===== config.mk =====
export PLATFORM = sky130hd
export DESIGN_NAME = activity_monitor
export DESIGN_NICKNAME = d
export VERILOG_FILES = /design/src/rtl/activity_monitor.sv
export SDC_FILE = /design/constraint.sdc
export NUM_CORES = 1
export LEC_CHECK = 0
export CAP_MARGIN = 20
export CORE_ASPECT_RATIO = 1.5
export CORE_UTILIZATION = 45
export CTS_BUF_LIST = sky130_fd_sc_hd__clkbuf_16
export CTS_CLUSTER_DIAMETER = 40
export DETAILED_ROUTE_END_ITERATION = 10
export GPL_ROUTABILITY_DRIVEN = 0
export GPL_TIMING_DRIVEN = 0
export SYNTH_ARGS = -nofsm -noshare
export SYNTH_HDL_FRONTEND = slang
export SYNTH_SLANG_ARGS = --single-unit

===== constraint.sdc =====
create_clock -name clk -period 21.9 [get_ports clk]
set_input_delay 4.38 -clock clk [delete_from_list [all_inputs] [get_ports clk]]
set_output_delay 4.38 -clock clk [all_outputs]
set_load 0.02 [all_outputs]

===== src/rtl/activity_monitor.sv =====
// Per-channel activity monitor: edge counts, periods and stuck flags
// over a timed run window, with handshaked progress marks.
module activity_monitor #(
  parameter int          NUM_CH        = 4,
  parameter int          CNT_W         = 16,
  parameter int          STUCK_LIMIT   = 1000,
  parameter int unsigned RUN_CYCLES    = 100000,
  parameter int          MARK_INTERVAL = 8,
  localparam int         SEL_W = (NUM_CH > 1) ? $clog2(NUM_CH) : 1
) (
  input  logic              clk,
  input  logic              reset,
  input  logic              start,
  input  logic              clear,
  input  logic [NUM_CH-1:0] ch_in,
  input  logic [SEL_W-1:0]  sel,
  input  logic              mark_ready,
  output logic [CNT_W-1:0]  edge_cnt,
  output logic [CNT_W-1:0]  period,
  output logic [NUM_CH-1:0] stuck,
  output logic [31:0]       cycle_cnt,
  output logic              mark_valid,
  output logic [15:0]       mark_idx,
  output logic              mark_ovr,
  output logic              busy,
  output logic              done
);

  localparam logic [1:0] S_IDLE = 2'd0;
  localparam logic [1:0] S_RUN  = 2'd1;
  localparam logic [1:0] S_DONE = 2'd2;

  localparam logic [31:0] RUNC  = 32'(RUN_CYCLES);
  localparam logic [31:0] MMASK = 32'(MARK_INTERVAL - 1);
  localparam logic [CNT_W-1:0] CMAX   = '1;
  localparam logic [CNT_W-1:0] ONE    = {{(CNT_W-1){1'b0}}, 1'b1};
  localparam logic [CNT_W-1:0] LIM_M1 = CNT_W'(STUCK_LIMIT - 1);

  logic [1:0]        state_q, state_d;
  logic [31:0]       cyc_q, cyc_d, cyc_inc;
  logic [NUM_CH-1:0] ch1_q, ch2_q;
  logic [NUM_CH-1:0] rise, chg;
  logic [NUM_CH-1:0] seen_q, seen_d;
  logic [NUM_CH-1:0] stuck_q, stuck_d;
  logic [CNT_W-1:0]  edge_q [NUM_CH];
  logic [CNT_W-1:0]  edge_d [NUM_CH];
  logic [CNT_W-1:0]  per_q  [NUM_CH];
  logic [CNT_W-1:0]  per_d  [NUM_CH];
  logic [CNT_W-1:0]  ivl_q  [NUM_CH];
  logic [CNT_W-1:0]  ivl_d  [NUM_CH];
  logic [CNT_W-1:0]  idle_q [NUM_CH];
  logic [CNT_W-1:0]  idle_d [NUM_CH];
  logic              mv_q, mv_d;
  logic              ovr_q, ovr_d;
  logic [15:0]       idx_q, idx_d;
  logic              run, enter, gen, acc;

  assign run     = (state_q == S_RUN);
  assign enter   = start && !run;
  assign cyc_inc = cyc_q + 32'd1;
  // Marks key off the count being written, so the final cycle still marks.
  assign gen     = run && ((cyc_inc & MMASK) == 32'd0);
  assign acc     = mv_q && mark_ready;
  assign rise    = ch1_q & ~ch2_q;
  assign chg     = ch1_q ^ ch2_q;

  always_comb begin
    state_d = state_q;
    cyc_d   = cyc_q;
    if (enter) begin
      state_d = S_RUN;
      cyc_d   = 32'd0;
    end else if (run) begin
      cyc_d = cyc_inc;
      if (cyc_inc == RUNC) state_d = S_DONE;
    end
  end

  always_comb begin
    mv_d  = mv_q;
    idx_d = idx_q;
    ovr_d = ovr_q;
    if (enter) begin
      mv_d  = 1'b0;
      idx_d = 16'd0;
    end else begin
      if (acc) mv_d = 1'b0;
      if (gen && (!mv_q || acc)) begin
        mv_d  = 1'b1;
        idx_d = idx_q + 16'd1;
      end
    end
    if (clear) ovr_d = 1'b0;
    else if (gen && mv_q && !acc) ovr_d = 1'b1;
  end

  always_comb begin
    seen_d  = seen_q;
    stuck_d = stuck_q;
    for (int i = 0; i < NUM_CH; i++) begin
      edge_d[i] = edge_q[i];
      per_d[i]  = per_q[i];
      ivl_d[i]  = ivl_q[i];
      idle_d[i] = idle_q[i];
      if (enter || clear) begin
        edge_d[i]  = '0;
        per_d[i]   = '0;
        ivl_d[i]   = '0;
        idle_d[i]  = '0;
        seen_d[i]  = 1'b0;
        stuck_d[i] = 1'b0;
      end else if (run) begin
        if (rise[i]) begin
          if (edge_q[i] != CMAX) edge_d[i] = edge_q[i] + ONE;
          if (seen_q[i]) per_d[i] = ivl_q[i];
          ivl_d[i]  = ONE;
          seen_d[i] = 1'b1;
        end else if (ivl_q[i] != CMAX) begin
          ivl_d[i] = ivl_q[i] + ONE;
        end
        if (chg[i]) begin
          idle_d[i]  = '0;
          stuck_d[i] = 1'b0;
        end else begin
          if (idle_q[i] != CMAX) idle_d[i] = idle_q[i] + ONE;
          if (idle_q[i] >= LIM_M1) stuck_d[i] = 1'b1;
        end
      end
    end
  end

  always_ff @(posedge clk or posedge reset) begin
    if (reset) begin
      state_q <= S_IDLE;
      cyc_q   <= '0;
      ch1_q   <= '0;
      ch2_q   <= '0;
      seen_q  <= '0;
      stuck_q <= '0;
      mv_q    <= 1'b0;
      ovr_q   <= 1'b0;
      idx_q   <= '0;
      for (int i = 0; i < NUM_CH; i++) begin
        edge_q[i] <= '0;
        per_q[i]  <= '0;
        ivl_q[i]  <= '0;
        idle_q[i] <= '0;
      end
    end else begin
      state_q <= state_d;
      cyc_q   <= cyc_d;
      ch1_q   <= ch_in;
      ch2_q   <= ch1_q;
      seen_q  <= seen_d;
      stuck_q <= stuck_d;
      mv_q    <= mv_d;
      ovr_q   <= ovr_d;
      idx_q   <= idx_d;
      for (int i = 0; i < NUM_CH; i++) begin
        edge_q[i] <= edge_d[i];
        per_q[i]  <= per_d[i];
        ivl_q[i]  <= ivl_d[i];
        idle_q[i] <= idle_d[i];
      end
    end
  end

  always_comb begin
    edge_cnt = '0;
    period   = '0;
    if (int'(sel) < NUM_CH) begin
      edge_cnt = edge_q[sel];
      period   = per_q[sel];
    end
  end

  assign stuck      = stuck_q;
  assign cycle_cnt  = cyc_q;
  assign mark_valid = mv_q;
  assign mark_idx   = idx_q;
  assign mark_ovr   = ovr_q;
  assign busy       = run;
  assign done       = (state_q == S_DONE);

endmodule

**Yosys cells after proc, flatten, opt, wreduce, memory -nomap -nowiden**

Index checks and enable logic that the tools add are counted.

- Bits in registers: 324
- Input port bits: 11
- Logic and storage cells: 246
- Output and inout bits: 88

- $lt $le $gt $ge: 5
- Reductions and logical operators: 67
- Add/subtract/negate cells: 14
- Muxes and demuxes: 110
- Bitwise gates (word level): 4
- Equality and inequality tests: 15

Operator list:

| cell | number |
|---|---|
| $mux W16 | 70 |
| $add A16 B1 Y16 const B | 13 |
| $ne A16 B16 Y1 const B | 12 |
| $bmux W16 S2 | 2 |
| $ge A16 B10 Y1 const B | 4 |
| $mux W32 | 2 |
| $reduce_bool A3 Y1 | 13 |
| $reduce_and A2 Y1 | 17 |
| $reduce_bool A2 Y1 | 17 |
| $mux W1 | 33 |
| $add A32 B1 Y32 const B | 1 |
| $eq A32 B17 Y1 const B | 1 |
| $logic_not A32 Y1 | 1 |
| $reduce_and A3 Y1 | 8 |
| $logic_and A1 B1 Y1 | 6 |
| $mux W2 | 3 |
| $and A4 B4 Y4 | 1 |
| $not A4 Y4 | 1 |
| $xor A4 B4 Y4 | 1 |
| $ge A3 B3 Y1 const B | 1 |
| $logic_not A1 Y1 | 3 |
| $not A2 Y3 | 1 |
| $eq A2 B1 Y1 const B | 1 |
| $eq A2 B2 Y1 const B | 1 |
| $logic_or A1 B1 Y1 | 2 |

**Longest topological paths before layout**

Gate-level depths: netlist of the first run.

- Depth in word-level cells: 7
- Depth in mapped cells: 10
- Gate-level depth less buffers: 8

**Worst setup path after synthesis of the first run**

No wires, ideal clock.

- Kind: input to output
- Start: input port sel[0]
- End: output port edge_cnt[0]
- Data arrival time: 5.780 ns
- Path slack: 11.740 ns
- Stages on the path: 3
- Path buffers: 2
- Data required time: 17.520 ns
- Path through: clkbuf_1 -> buf_1 -> mux4_2

- Word-level cells in the longest chain between the ends: 4

RTL lines:

| item | RTL line | text |
|---|---|---|
| start, declared | 16 | `input logic [SEL_W-1:0] sel,` |
| $not A2 Y3 (not written as such) | 172 | `edge_cnt = edge_q[sel];` |
| $bmux W16 S2 | 172 |  |
| $mux W16 (not written as such) (2 in series) | 172 |  |
| end, declared | 18 | `output logic [CNT_W-1:0] edge_cnt,` |

No other way between the ends. The select of a mux whose other input is x is not followed.

**Final worst setup path of the first run**

- Start: input port sel[0]
- End: output port edge_cnt[14]

The elaborated chain is that of the path after synthesis.

==> flow_metrics.env, run 1 <==
export IMPL_initial_core_util_pct=45.8
export IMPL_cp_slowest_stage_delay_ps=770
export IMPL_wl_per_cell_um=19.8
export IMPL_cts_path_max_buffers=3
export IMPL_crit_type="primary input to output pin"
export IMPL_area_delta_synth_final_pct=17.3
export IMPL_netlist_area_mm2=0.0169
export IMPL_utilization_pct=53.8
export IMPL_core_mm2=0.0369
export IMPL_grtUsageTotal_pct=25.3
export IMPL_synthesis_instances=1752
export IMPL_yosysUniqueCellTypes=78
export IMPL_grt_pass1_vias=14082
export IMPL_crit_path_max_fanout=10
export IMPL_drt_iter0_drc=1025
export IMPL_fin_area_mm2=0.0198
export IMPL_rsz0062_at_grt="no"
export IMPL_clock_latency_ps=540
export IMPL_drive_gt1_share_pct=7.17
export IMPL_cts_buffers_inserted=40
export IMPL_grt_pass1_wl_mm=76.6
export IMPL_cp_slowest_cell="buf_1"
export IMPL_clkTransAtPathRegs_ps=60
export IMPL_status="completed"
export IMPL_port_buffers=96
export IMPL_postCtsHoldBufs=0
export IMPL_setup_viol=0
export IMPL_fin_crit_ps=11110
export IMPL_nets=1926
export IMPL_clock_sinks=324
export IMPL_whs_ps=387
export IMPL_cts_repair_resized=0
export IMPL_drtAntennaViolNets=0
export IMPL_synth_top_area_share_pct=47.9
export IMPL_fmax_mhz=90.0
export IMPL_fp_dieH_um=239
export IMPL_avgSynthCellArea_um2=9.66
export IMPL_synth_edf_count=0
export IMPL_ys_seq_elements=324
export IMPL_drt_wl_total_mm=47.6
export IMPL_syn_num_nets=1782
export IMPL_max_slew_margin_pct=29.3
export IMPL_path_cells="clkbuf_1 -> buf_1 -> mux4_2 -> clkdlybuf4s50_1"
export IMPL_pwr_density_cell_mw_per_mm2=73.7
export IMPL_gr_total_overflow=0
export IMPL_seq_area_frac_synth_pct=47.9
export IMPL_diodes=0
export IMPL_worstPathArrival_ps=6730
export IMPL_totalPowerFinal_w=0.00146
export IMPL_hp_class="register to register"
export IMPL_hold_viol_final=0
export IMPL_ios=99
export IMPL_slew_viol_final=0
export IMPL_fin_crit_sh_pct=50.7
export IMPL_async_reset_ff_share_pct=100
export IMPL_fin_tns_setup_ps=0
export IMPL_drc=0
export IMPL_die_area_mm2=0.0384
export IMPL_cp_start_kind="primary input"
export IMPL_synth_main_ff_cell="dfrtp_1"
export IMPL_synth_area_leaders="dfrtp_1, xnor2_1, nor2_1"
export IMPL_grt_max_degree=127
export IMPL_dp_hpwl_mm=34.2
export IMPL_cts_tree="done"
export IMPL_htreeDepth=2
export IMPL_vias=14225
export IMPL_p_leak_nw=7.95
export IMPL_worst_slew_pin_slew_ps=1030
export IMPL_critPathRequiredTime_ps=17520
export IMPL_num_rows=86
export IMPL_post_cts_buffers=0
export IMPL_synth_top_area_cell="dfrtp_1"
export IMPL_dpl_instance_area_mm2=0.0186
export IMPL_clock_skew_ps=10.2
export IMPL_ir_drop_mv=0.0586
export IMPL_drt_pass1_iter_count=7
export IMPL_synth_warnings=0
export IMPL_via_per_inst=5.90
export IMPL_synth_most_common_cell="dfrtp_1"
export IMPL_synthTopCellsByCount="dfrtp_1, nor2_1, nand2_1, o21ai_0"
export IMPL_die_w_um=160
export IMPL_cts_root_buf="clkbuf_16"
export IMPL_max_cap_violations=0
export IMPL_antenna_found_initial=0
export IMPL_critical_path_endpoint_type="output pin"
## metrics by stage
step | cells | setup WS (ps)
finish | 2410 | 10790
global route | 2410 | 10630
CTS | 2410 | 10750
detailed placement | 2338 | 10760
global placement | 2332 | 4180
floorplan | 1752 | 8550
## cell usage in the layout, fill, tap and decap left out, drive strengths merged, types with 20 or more instances in the layout
master,count
clkbuf,113
inv,54
and3,36
nand4,63
nor3,51
nor4,62
nand2,157
o21ai,109
clkdlybuf4s50,96
o31ai,20
mux4,32
dfrtp,324
a21oi,45
xor2,50
nand3,95
a22o,64
xnor2,95
nor2,219
buf,28
## cells by family after synthesis
logic type | count (synthesis) | synth area share [%]
AND/OR/NAND/NOR | 773 | 22.8
flip-flops | 324 | 47.9
AO/OA/AOI/OAI | 319 | 12.8
XOR/XNOR | 145 | 7.51
buffers and inverters | 137 | 3.15
multiplexers | 35 | 4.44
adder cells (fa/ha/maj) | 19 | 1.41
## critical path, delay by kind of cell
family / cells / cell delay [ps]
mux: 1 / 620
buf+inv: 3 / 1720
## routing by layer
layer / vias up / GRT usage (%) / share of wire, %
met4: 0 / 11.5 / 4.2
li1: 6678 / - / -
met1: 6982 / 30.2 / 40
met3: 122 / 3.17 / 4.8
met5: - / 0 / 0
met2: 443 / 45.3 / 51
## flip-flops by register name, indices dropped and copies added, names as in the netlist
name        count
edge_q         64
stuck           4
idle_q         64
mark_valid      1
ch2_q           4
state_q         2
mark_ovr        1
per_q          64
cycle_cnt      32
seen_q          4
mark_idx       16
ivl_q          64
ch1_q           4
## area by class of cell
class                   instances  area, µm²
repair buffers                102       1040
plain buffers                  95        375
multi-input cells            1291       8280
flip-flops and latches        324       8110
well taps                     484        606
inverters                      42        165
clock buffers                  41       1030
fillers                      3279      17100
clock inverters                31        239
## power by group
part / switching [W] / leakage, nW / internal (W)
Combinational: 0.000109 / 2.85 / 0.0000633
Sequential: 0.0000291 / 4.44 / 0.000620
Clock: 0.000273 / 0.650 / 0.000369
Total: 0.000411 / 7.95 / 0.00105
## path summary, 6_finish.rpt
check | startpoint | end | slack, ps | cells past startpoint
max in group asynchronous | reset | edge_q[33] | 15970 | 4
worst min register to register | ch1_q[2] | ch2_q[2] | 390 | 0
worst max register to register | state_q[1] | ivl_q[32] | 18640 | 8
worst max-delay path | sel[0] | edge_cnt[14] | 10790 | 4
worst min-delay path | ch1_q[2] | ch2_q[2] | 390 | 0
min in group asynchronous | reset | per_q[52] | 4330 | 2
Power figures use the tool's default switching activity.
==> run 2, diff against run 1 <==
==> constraint.sdc (replaced) <==
create_clock -name clk -period 11.6 [get_ports clk]
set_input_delay 2.32 -clock clk [delete_from_list [all_inputs] [get_ports clk]]
set_output_delay 2.32 -clock clk [all_outputs]
set_load 0.02 [all_outputs]
==> results of run 2 <==
Same layout as run 1 (identical final DEF). Status: completed.
Among the figures that moved: setup slack after placement 10760 ps -> 4580 ps; setup slack after layout 10790 ps -> 4610 ps; register-to-register setup slack 18640 ps -> 8340 ps; total power 0.00146 W -> 0.00276 W; worst IR drop on VDD 0.0586 mV -> 0.111 mV
==> run 3, diff against run 2 <==
==> constraint.sdc (replaced) <==
create_clock -name clk -period 7.23 [get_ports clk]
set_input_delay 1.446 -clock clk [delete_from_list [all_inputs] [get_ports clk]]
set_output_delay 1.446 -clock clk [all_outputs]
set_load 0.02 [all_outputs]
==> flow_metrics.env, run 3 (synthesis gave the netlist of run 1 again) <==
export IMPL_postCtsHoldBufs=0
export IMPL_rrSetupSlack_ps=4090
export IMPL_fin_crit_sh_pct=74.8
export IMPL_die_area_mm2=0.0384
export IMPL_post_cts_buffers=0
export IMPL_grt_pass1_wl_mm=76.4
export IMPL_hp_class="register to register"
export IMPL_max_slew_margin_pct=26.9
export IMPL_ios=99
export IMPL_utilization_pct=54.2
export IMPL_wirelength_met1_mm=19.1
export IMPL_cp_start_kind="register"
export IMPL_top_layer_used="met4"
export IMPL_initial_core_util_pct=45.8
export IMPL_cts_tree="done"
export IMPL_worst_slew_pin_slew_ps=1090
export IMPL_clock_latency_ps=550
export IMPL_worstPathArrival_ps=3960
export IMPL_critical_path_endpoint_type="output pin"
export IMPL_r2r_cells=9
export IMPL_r2r_end="edge_q[37]"
export IMPL_drt_pass1_iter_count=5
export IMPL_drt_wl_total_mm=47.5
export IMPL_clock_skew_ps=15.8
export IMPL_die_w_um=160
export IMPL_drt_iter0_drc=1159
export IMPL_clkTransAtPathRegs_ps=60
export IMPL_port_buffers=96
export IMPL_grt_pass1_vias=13976
export IMPL_vias=14192
export IMPL_diodes=0
export IMPL_r2r_start="state_q[1]"
export IMPL_dp_hpwl_mm=34.7
export IMPL_pwr_density_cell_mw_per_mm2=226
export IMPL_slew_viol_final=0
export IMPL_crit_path_max_fanout=10
export IMPL_wl_met2_mm=24.0
export IMPL_htreeDepth=2
export IMPL_final_cell_mix="dfrtp_1, nor2_1, nand2_1, o21ai_0, clkdlybuf4s50_1"
export IMPL_grtUsageTotal_pct=25.2
export IMPL_fill_cells=3328
export IMPL_cts_root_buf="clkbuf_16"
export IMPL_num_rows=86
export IMPL_antenna_found_initial=0
export IMPL_min_from="ch1_q[2]"
export IMPL_drtAntennaViolNets=0
export IMPL_cts_path_max_buffers=3
export IMPL_hold_viol_final=0
export IMPL_area_delta_synth_final_pct=18.3
export IMPL_core_mm2=0.0369
export IMPL_p_leak_nw=8.00
export IMPL_drive_gt1_share_pct=7.55
export IMPL_rsz0062_at_grt="no"
export IMPL_status="completed"
export IMPL_holdPathStages=0
export IMPL_fmax_mhz=185
export IMPL_critPathRequiredTime_ps=5780
export IMPL_drc=0
export IMPL_cts_buffers_inserted=41
export IMPL_ir_drop_mv=0.140
export IMPL_route_met3_wl_mm=2.25
export IMPL_gr_total_overflow=0
export IMPL_clock_sinks=324
export IMPL_fin_crit_ps=5410
export IMPL_hold_end="ch2_q[2]"
export IMPL_crit_type="register to output pin"
export IMPL_max_cap_violations=0
export IMPL_final_common_cell="dfrtp_1"
export IMPL_cts_repair_resized=0
export IMPL_fp_dieH_um=239
export IMPL_grt_max_degree=43
export IMPL_nets=1934
export IMPL_whs_ps=387
export IMPL_wl_per_cell_um=19.6
export IMPL_via_per_inst=5.87
export IMPL_setup_viol=0
[run 3: cell count changes in the layout (fill, tap and decap cells not counted), moves of 2 or more]
| cell | delta |
|---|---|
| clkinv_4 | +2 |
| buf_16 | -2 |
| inv_1 | -2 |
| clkinvlp_4 | +4 |
| clkinv_1 | +2 |
| buf_12 | +9 |
| clkinv_2 | -4 |
| inv_8 | -2 |
| bufinv_16 | +2 |
[run 3: through the flow]
| stage | setup WS, ps | area, µm² | TNS, ps | total power [W] | std cells |
|---|---|---|---|---|---|
| detailed placement | 1930 | 18700 | 0 | 0.00253 | 2344 |
| CTS | 1860 | 20000 | 0 | 0.00457 | 2417 |
| global placement | -1010 | 18500 | -309410 | 0.00251 | 2332 |
| global route | 1750 | 20000 | 0 | 0.00469 | 2418 |
| floorplan | 1460 | 16900 | 0 | 0.00230 | 1752 |
| finish | 1820 | 20000 | 0 | 0.00452 | 2418 |
[run 3: worst max path at each step]
stage,cells past startpoint,startpoint,to
global placement,2,reset,idle_q[28]
finish,7,state_q[1],busy
detailed placement,4,sel[0],edge_cnt[14]
CTS,7,state_q[1],busy
floorplan,1,reset,ch1_q[0]
global route,7,state_q[1],busy
[run 3: critical path: stages (launching register included)]
cell,delay [ps]
dfrtp_1,450
nand2b_1,160
buf_2,230
inv_2,80
buf_2,350
clkbuf_1,490
clkbuf_1,860
clkdlybuf4s50_1,770
[run 3: cell type report]
class / count / area, µm² / share of cell area (%)
multi-input combinational: 1291 / 8280 / 41.4
sequential: 324 / 8110 / 40.5
timing repair buffer: 109 / 1170 / 5.82
clock buffer: 41 / 1030 / 5.12
tap: 484 / 606 / 3.02
buffer: 95 / 375 / 1.87
clock inverter: 32 / 299 / 1.49
inverter: 42 / 161 / 0.806
[run 3: layer usage]
metal	global-route usage, %	vias up
li1	-	6692
met1	30.3	7006
met2	44.7	386
met3	3.00	108
met4	12.1	0
met5	0	-
[run 3: where the power goes]
group | internal (W) | switching, W | leakage (nW)
clock | 0.00119 | 0.000835 | 0.654
sequential | 0.00188 | 0.0000872 | 4.44
combinational | 0.000198 | 0.000331 | 2.91
